## src/rtl/line_write_buffer_if.sv

```systemverilog
// Line-granular handshake shared by the cache port and the main_mem port:
// the master drives addr/rd_req/wr_req/wr_line, the slave answers with rd_line and a one-cycle gnt.
interface line_write_buffer_if #(
  parameter int ADDR_LEN      = 9,
  parameter int LINE_ADDR_LEN = 3
);
  logic [ADDR_LEN-1:0]                   addr;
  logic                                  rd_req;
  logic                                  wr_req;
  logic [(2**LINE_ADDR_LEN)-1:0][31:0]   rd_line;
  logic [(2**LINE_ADDR_LEN)-1:0][31:0]   wr_line;
  logic                                  gnt;

  modport master (output addr, rd_req, wr_req, wr_line, input rd_line, gnt);
  modport slave  (input addr, rd_req, wr_req, wr_line, output rd_line, gnt);
endinterface

```

## src/rtl/line_write_buffer.sv

```systemverilog
// Posted line write buffer between the data cache refill port and main_mem.
// Writebacks are acknowledged once buffered and drained in the background; refills check the buffer first.
module line_write_buffer #(
  parameter int LINE_ADDR_LEN = 3,
  parameter int ADDR_LEN      = 9,
  parameter int DEPTH_LEN     = 2
) (
  input  logic                clk,
  input  logic                rst,
  line_write_buffer_if.slave  cache,
  line_write_buffer_if.master mem
);
  localparam int WORDS = 2**LINE_ADDR_LEN;
  localparam int DEPTH = 2**DEPTH_LEN;
  localparam logic [DEPTH_LEN:0] FULL_COUNT = (DEPTH_LEN+1)'(DEPTH);

  typedef logic [WORDS-1:0][31:0] line_t;
  typedef enum logic [1:0] {M_IDLE, M_READ, M_DRAIN} m_state_t;
  typedef enum logic {U_IDLE, U_WAIT_MEM} u_state_t;

  logic [DEPTH-1:0]    valid_r;
  logic [ADDR_LEN-1:0] addr_r [DEPTH];
  line_t               line_r [DEPTH];
  logic [DEPTH_LEN-1:0] head_r, tail_r;
  logic [DEPTH_LEN:0]  count_r;
  logic [ADDR_LEN-1:0] miss_addr_r;
  m_state_t            m_state_r;
  u_state_t            u_state_r;

  logic                gnt_r;
  line_t               rd_line_r;
  logic                mem_rd_req_r, mem_wr_req_r;
  logic [ADDR_LEN-1:0] mem_addr_r;
  line_t               mem_wr_line_r;

  logic                 head_lock_s, wr_hit_s, rd_hit_s;
  logic [DEPTH_LEN-1:0] wr_idx_s, rd_idx_s;
  logic                 pop_s, wr_accept_s, push_s, rd_eval_s;

  // Youngest-match search; the head is excluded from write coalescing while it is (or is about to be) drained.
  always_comb begin : match_search
    logic [DEPTH_LEN-1:0] idx;
    logic                 match;
    logic                 wr_ok;
    head_lock_s = (m_state_r == M_DRAIN) ||
                  ((m_state_r == M_IDLE) && (u_state_r != U_WAIT_MEM) && (count_r != '0));
    wr_hit_s = 1'b0;
    rd_hit_s = 1'b0;
    wr_idx_s = '0;
    rd_idx_s = '0;
    idx      = '0;
    match    = 1'b0;
    wr_ok    = 1'b0;
    for (int k = 32'sd0; k < DEPTH; k++) begin
      idx      = head_r + DEPTH_LEN'(k);
      match    = valid_r[idx] && (addr_r[idx] == cache.addr);
      wr_ok    = match && !((k == 32'sd0) && head_lock_s);
      rd_hit_s = rd_hit_s | match;
      rd_idx_s = match ? idx : rd_idx_s;
      wr_hit_s = wr_hit_s | wr_ok;
      wr_idx_s = wr_ok ? idx : wr_idx_s;
    end
  end

  // Request qualification: new requests are only looked at when idle and not in the gnt cycle.
  always_comb begin
    pop_s       = (m_state_r == M_DRAIN) && mem.gnt;
    wr_accept_s = (u_state_r == U_IDLE) && !gnt_r && cache.wr_req &&
                  (wr_hit_s || (count_r != FULL_COUNT) || pop_s);
    push_s      = wr_accept_s && !wr_hit_s;
    rd_eval_s   = (u_state_r == U_IDLE) && !gnt_r && !cache.wr_req && cache.rd_req;
  end

  // Entry payload storage; validity is tracked separately so reset only has to clear valid_r.
  always_ff @(posedge clk) begin
    if (wr_accept_s && wr_hit_s) begin
      line_r[wr_idx_s] <= cache.wr_line;
    end else if (push_s) begin
      addr_r[tail_r] <= cache.addr;
      line_r[tail_r] <= cache.wr_line;
    end
  end

  // Upstream and downstream FSMs, FIFO bookkeeping and all registered outputs.
  always_ff @(posedge clk or posedge rst) begin
    if (rst) begin
      valid_r       <= '0;
      head_r        <= '0;
      tail_r        <= '0;
      count_r       <= '0;
      miss_addr_r   <= '0;
      m_state_r     <= M_IDLE;
      u_state_r     <= U_IDLE;
      gnt_r         <= 1'b0;
      rd_line_r     <= '0;
      mem_rd_req_r  <= 1'b0;
      mem_wr_req_r  <= 1'b0;
      mem_addr_r    <= '0;
      mem_wr_line_r <= '0;
    end else begin
      gnt_r <= 1'b0;
      if (wr_accept_s) begin
        gnt_r <= 1'b1;
        if (push_s) tail_r <= tail_r + DEPTH_LEN'(1);
      end else if (rd_eval_s && rd_hit_s) begin
        gnt_r     <= 1'b1;
        rd_line_r <= line_r[rd_idx_s];
      end else if (rd_eval_s) begin
        miss_addr_r <= cache.addr;
        u_state_r   <= U_WAIT_MEM;
      end

      case (m_state_r)
        M_IDLE: begin
          if (u_state_r == U_WAIT_MEM) begin
            m_state_r    <= M_READ;
            mem_rd_req_r <= 1'b1;
            mem_addr_r   <= miss_addr_r;
          end else if (count_r != '0) begin
            m_state_r     <= M_DRAIN;
            mem_wr_req_r  <= 1'b1;
            mem_addr_r    <= addr_r[head_r];
            mem_wr_line_r <= line_r[head_r];
          end
        end
        M_READ: begin
          if (mem.gnt) begin
            rd_line_r    <= mem.rd_line;
            gnt_r        <= 1'b1;
            u_state_r    <= U_IDLE;
            mem_rd_req_r <= 1'b0;
            mem_addr_r   <= '0;
            m_state_r    <= M_IDLE;
          end
        end
        M_DRAIN: begin
          if (mem.gnt) begin
            head_r        <= head_r + DEPTH_LEN'(1);
            mem_wr_req_r  <= 1'b0;
            mem_addr_r    <= '0;
            mem_wr_line_r <= '0;
            m_state_r     <= M_IDLE;
          end
        end
        default: m_state_r <= M_IDLE;
      endcase

      // A pop and a push may hit the same slot when full; the push must win.
      if (pop_s) valid_r[head_r] <= 1'b0;
      if (push_s) valid_r[tail_r] <= 1'b1;

      case ({push_s, pop_s})
        2'b10:   count_r <= count_r + (DEPTH_LEN+1)'(1);
        2'b01:   count_r <= count_r - (DEPTH_LEN+1)'(1);
        default: count_r <= count_r;
      endcase
    end
  end

  assign cache.gnt     = gnt_r;
  assign cache.rd_line = rd_line_r;
  assign mem.rd_req    = mem_rd_req_r;
  assign mem.wr_req    = mem_wr_req_r;
  assign mem.addr      = mem_addr_r;
  assign mem.wr_line   = mem_wr_line_r;
endmodule

```

## src/flat_wrapper.sv

```systemverilog
// flat-port wrapper written by rule: the top's interface ports become plain ports
module line_write_buffer_flat 
#(
  parameter int LINE_ADDR_LEN = 3,
  parameter int ADDR_LEN      = 9,
  parameter int DEPTH_LEN     = 2
)
  (clk, rst, cache_addr, cache_rd_req, cache_wr_req, cache_wr_line, cache_rd_line, cache_gnt, mem_addr, mem_rd_req, mem_wr_req, mem_wr_line, mem_rd_line, mem_gnt);
  line_write_buffer_if #(.ADDR_LEN(ADDR_LEN), .LINE_ADDR_LEN(LINE_ADDR_LEN)) cache_i ();
  line_write_buffer_if #(.ADDR_LEN(ADDR_LEN), .LINE_ADDR_LEN(LINE_ADDR_LEN)) mem_i ();
  input  logic clk;
  input  logic rst;
  input wire logic [$bits(cache_i.addr)-1:0] cache_addr;
  input wire logic [$bits(cache_i.rd_req)-1:0] cache_rd_req;
  input wire logic [$bits(cache_i.wr_req)-1:0] cache_wr_req;
  input wire logic [$bits(cache_i.wr_line)-1:0] cache_wr_line;
  output wire logic [$bits(cache_i.rd_line)-1:0] cache_rd_line;
  output wire logic [$bits(cache_i.gnt)-1:0] cache_gnt;
  output wire logic [$bits(mem_i.addr)-1:0] mem_addr;
  output wire logic [$bits(mem_i.rd_req)-1:0] mem_rd_req;
  output wire logic [$bits(mem_i.wr_req)-1:0] mem_wr_req;
  output wire logic [$bits(mem_i.wr_line)-1:0] mem_wr_line;
  input wire logic [$bits(mem_i.rd_line)-1:0] mem_rd_line;
  input wire logic [$bits(mem_i.gnt)-1:0] mem_gnt;
  assign cache_i.addr = cache_addr;
  assign cache_i.rd_req = cache_rd_req;
  assign cache_i.wr_req = cache_wr_req;
  assign cache_i.wr_line = cache_wr_line;
  assign cache_rd_line = cache_i.rd_line;
  assign cache_gnt = cache_i.gnt;
  assign mem_addr = mem_i.addr;
  assign mem_rd_req = mem_i.rd_req;
  assign mem_wr_req = mem_i.wr_req;
  assign mem_wr_line = mem_i.wr_line;
  assign mem_i.rd_line = mem_rd_line;
  assign mem_i.gnt = mem_gnt;
  line_write_buffer #(.LINE_ADDR_LEN(LINE_ADDR_LEN), .ADDR_LEN(ADDR_LEN), .DEPTH_LEN(DEPTH_LEN)) u_core (.clk(clk), .rst(rst), .cache(cache_i), .mem(mem_i));
endmodule
```

## config.mk

```make
export PLATFORM = sky130hd
export DESIGN_NAME = line_write_buffer_flat
export DESIGN_NICKNAME = d
export VERILOG_FILES = /design/src/rtl/line_write_buffer_if.sv /design/src/rtl/line_write_buffer.sv /design/src/flat_wrapper.sv
export SDC_FILE = /design/constraint.sdc
export NUM_CORES = 2
export LEC_CHECK = 0
export CORE_UTILIZATION = 25
export CTS_CLUSTER_SIZE = 16
export DETAILED_ROUTE_END_ITERATION = 16
export GPL_TIMING_DRIVEN = 1
export REMOVE_ABC_BUFFERS = 1
export SLEW_MARGIN = 0
export SYNTH_ARGS = -nofsm -noshare
export SYNTH_HDL_FRONTEND = slang
export SYNTH_SLANG_ARGS = --single-unit
```

## constraint.sdc

```tcl
create_clock -name clk -period 17.09 [get_ports clk]
set_input_delay 1.709 -clock clk [delete_from_list [all_inputs] [get_ports clk]]
set_output_delay 1.709 -clock clk [all_outputs]
set_load 0.03 [all_outputs]
```

==> out/results.tsv <==
stage	metric	value	unit
floorplan	dieArea	335500	um^2
setup_path	end_kind	flip-flop	
drt	vias	71290	
sta	grt_setup_unrepaired	no	
yosys	synth_adder_area_share	0.2193	%
sta	worstMarginPinSlew	1.189	ns
floorplan	die_w	579.2	um
yosys	ys_seq_area_share	54.64	%
drt	met3_length	38.88	mm
finish	final_nets	7668	
floorplan	row_count	211	
sta	finalCritPeriodShare	51.91	%
drt	wl_met1	131.4	mm
yosys	muxShareOfSynthArea	11.08	%
worst_hold_path	hp-class	flip-flop to flip-flop	
clock_tree	cts_buffers	189	
setup_path	cp_cell_sequence	inv_8 > ha_1 > mux4_2 > xor2_1 > nor4_2 > nand3_2 > a21oi_4 > buf_4 > buf_4 > buf_4 > buf_4 > buf_4 > a221oi_1 > o32ai_1 > o32a_1	
outcome	status	finished, final reports clean	
drt	avgRoutedWirePerCell	29.21	um
sta	drv_slew	0	
drt	drc	0	
yosys	synthArstFlopShare	34.04	%
drt	wl	341.9	mm
finish	final_common_cell	edfxtp_1	
yosys	yosys_most_used_dff	edfxtp_1	
finish	area_delta_synth_final	24.79	%
yosys	synth-xor-area-share	0.5047	%
setup_path	cp_slowest_cell	ha_1	
drt	first_pass_iters	7	
yosys	syn_avg_cell_area	12.71	um^2
yosys	postSynthCellCount	6553	
floorplan	io_pins	1050	
finish	final_cell_mix	edfxtp_1 (1060), clkdlybuf4s50_1 (1049), nand2_1 (563)	
power	p_leak	36.01	nW
clock_tree	cts_tree	done	
clock_tree	clk_path_buf_depth	4	
clock_tree	postCtsSetupRepairBufs	0	
yosys	yosysUniqueCellTypes	63	
floorplan	fp.dieH	579.2	um
global_routing	antenna_found_initial	89	
setup_path	critPathKind	flip-flop to flip-flop	
clock_tree	ctsHoldBuffers	0	
clock_tree	cts-root-buf	clkbuf_16	
placement	placed_cell_area	97500	um^2
setup_path	worst_path_most_repeated_cell	buf_4	
sta	clock_skew	0.05815	ns
floorplan	initial_core_util	25.16	%
clock_tree	cts_sinks	1607	
global_routing	grt_max_degree	211	
sta	slew_headroom	20.74	%
global_routing	grt_pass1_vias	67960	
sta	fmax	0.1127	GHz
sta	holdWs	0.5050	ns
setup_path	critPathRequiredTime	17.87	ns
clock_tree	cts-resized-gates	0	
setup_path	cp-start-kind	flip-flop	
setup_path	crit_path_max_incr_delay	1.13	ns
placement	io_buffers	1049	
placement	gp_congestion	0.8580	
yosys	ys_ff_latch	1607	
sta	fin_setup_tns	0	ns
drt	drt_iter0_drc	10140	
floorplan	core	331100	um^2
drt	viasPerCell	6.092	
finish	final_util	31.40	%
global_routing	overflow	0	
yosys	yosys.area_share.simple	10.67	%
drt	antenna_left	0	
finish	fin_area	104000	um^2
sta	setup_viol_count_final	0	
setup_path	arrival	9.65	ns
yosys	ys_warn_count	0	
power	ir_drop	0.0001764	V
yosys	synth-compound-area-share	18.93	%
drt	wl_met2	156.0	mm
drt	top_layer	met5	
finish	drive_gt1_share	10.62	%
sta	hold_viol	0	
power	power_density	171.2	nW/um^2
global_routing	grt_pass1_wl	486.5	mm
sta	fin_crit	8.871	ns
yosys	synth-edff-count	1060	
placement	hpwl	205.9	mm
job	cap_violations	0	
power	total_power	17.80	mW
yosys	synth_top_family_by_area	compound AO/OA/AOI/OAI gates	
yosys	syn_area	83300	um^2
clock_tree	clkTransAtPathRegs	0.06	ns
clock_tree	cts.htree.levels	4	
global_routing	globalRouteTotalUtil	19.21	%
clock_tree	clk_latency	0.86	ns
setup_path	path_max_fanout	102	
worst paths after layout:
path	endpoint	slack, ns	cells past startpoint	startpoint
min in group asynchronous	u_core.mem.wr_line[45]$_DFFE_PP0P_	1.35	2	rst
setup / recovery	u_core.cache.rd_line[4]$_DFF_PP0_	8.22	15	u_core.head_r[0]$_DFFE_PP0P_
hold reg to reg	u_core.count_r[2]$_DFFE_PP0P_	0.50	1	u_core.count_r[2]$_DFFE_PP0P_
max in group asynchronous	u_core.cache.rd_line[54]$_DFF_PP0_	12.06	6	rst
hold / removal	u_core.count_r[2]$_DFFE_PP0P_	0.50	1	u_core.count_r[2]$_DFFE_PP0P_
setup reg to reg	u_core.cache.rd_line[4]$_DFF_PP0_	8.22	15	u_core.head_r[0]$_DFFE_PP0P_
cells by family after synthesis:
logic type / after synthesis
AOI/OAI and AO/OA: 1842
and+or+nand+nor: 1648
DFF: 1607
buffers and inverters: 834
muxes: 560
xor gates and xnor gates: 48
adders and majority gates: 14
cell usage after synthesis (111+ instances only):
cell      instances  area (um^2)
edfxtp_1       1060        31830
clkbuf_1        662         2485
nand2_1         565         2121
dfrtp_1         547        13690
nand3_1         516         2582
a221oi_1        511         4476
mux4_2          289         6509
a22o_1          267         2338
mux2i_1         262         2623
a31oi_1         258         1614
o32ai_1         257         2251
and3_1          256         1602
nor4b_1         256         2242
a311oi_1        255         2233
o32a_1          255         2552
buf_2           111        555.5
critical path: cells and delay by family (launching register included):
kind                       cells  cell delay, ns
muxes                          1            0.61
AOI/OAI and AO/OA              4            1.06
DFF                            1            0.83
buffers and inverters          6            3.86
adders and majority gates      1            1.13
and+or+nand+nor                2            0.84
xor gates and xnor gates       1            0.17
cell type report:
cell class              count  area, um^2
multi-input cells        4112       34640
diodes                     49       122.6
clock buffers             258        5293
repair buffers           1202       11800
fillers                 32710      227100
clock inverters            93        1033
well taps                4366        5463
inverters                  16       75.07
flip-flops and latches   1607       45530
through the flow:
stage	std cells	worst slack (ns)
floorplan	5735	-135.54
global placement	11300	8.473
detailed placement	11300	8.381
CTS	11650	8.356
global route	11690	7.795
finish	11700	8.219
flip-flops by register name, summed over array words and instances (netlist names), 2 cells and up:
name                  count
u_core.line_r          1024
u_core.cache.rd_line    256
u_core.mem.wr_line      256
u_core.addr_r            36
u_core.mem.addr           9
u_core.miss_addr_r        9
u_core.valid_r            4
u_core.count_r            3
u_core.head_r             2
u_core.m_state_r          2
u_core.tail_r             2
power by group:
group	switching [mW]	leakage, nW	internal (mW)
Combinational	4.60	16.7	3.20
Clock	1.72	3.10	2.45
Sequential	0.798	16.2	5.03
per-layer routing:
layer  up-vias  global-route usage (%)
met5         -                       0
met4        66                   8.806
met3       868                   4.884
met2      5298                   29.90
met1     36220                   25.02
li1      28840                       -
Power figures use the tool's default switching activity.
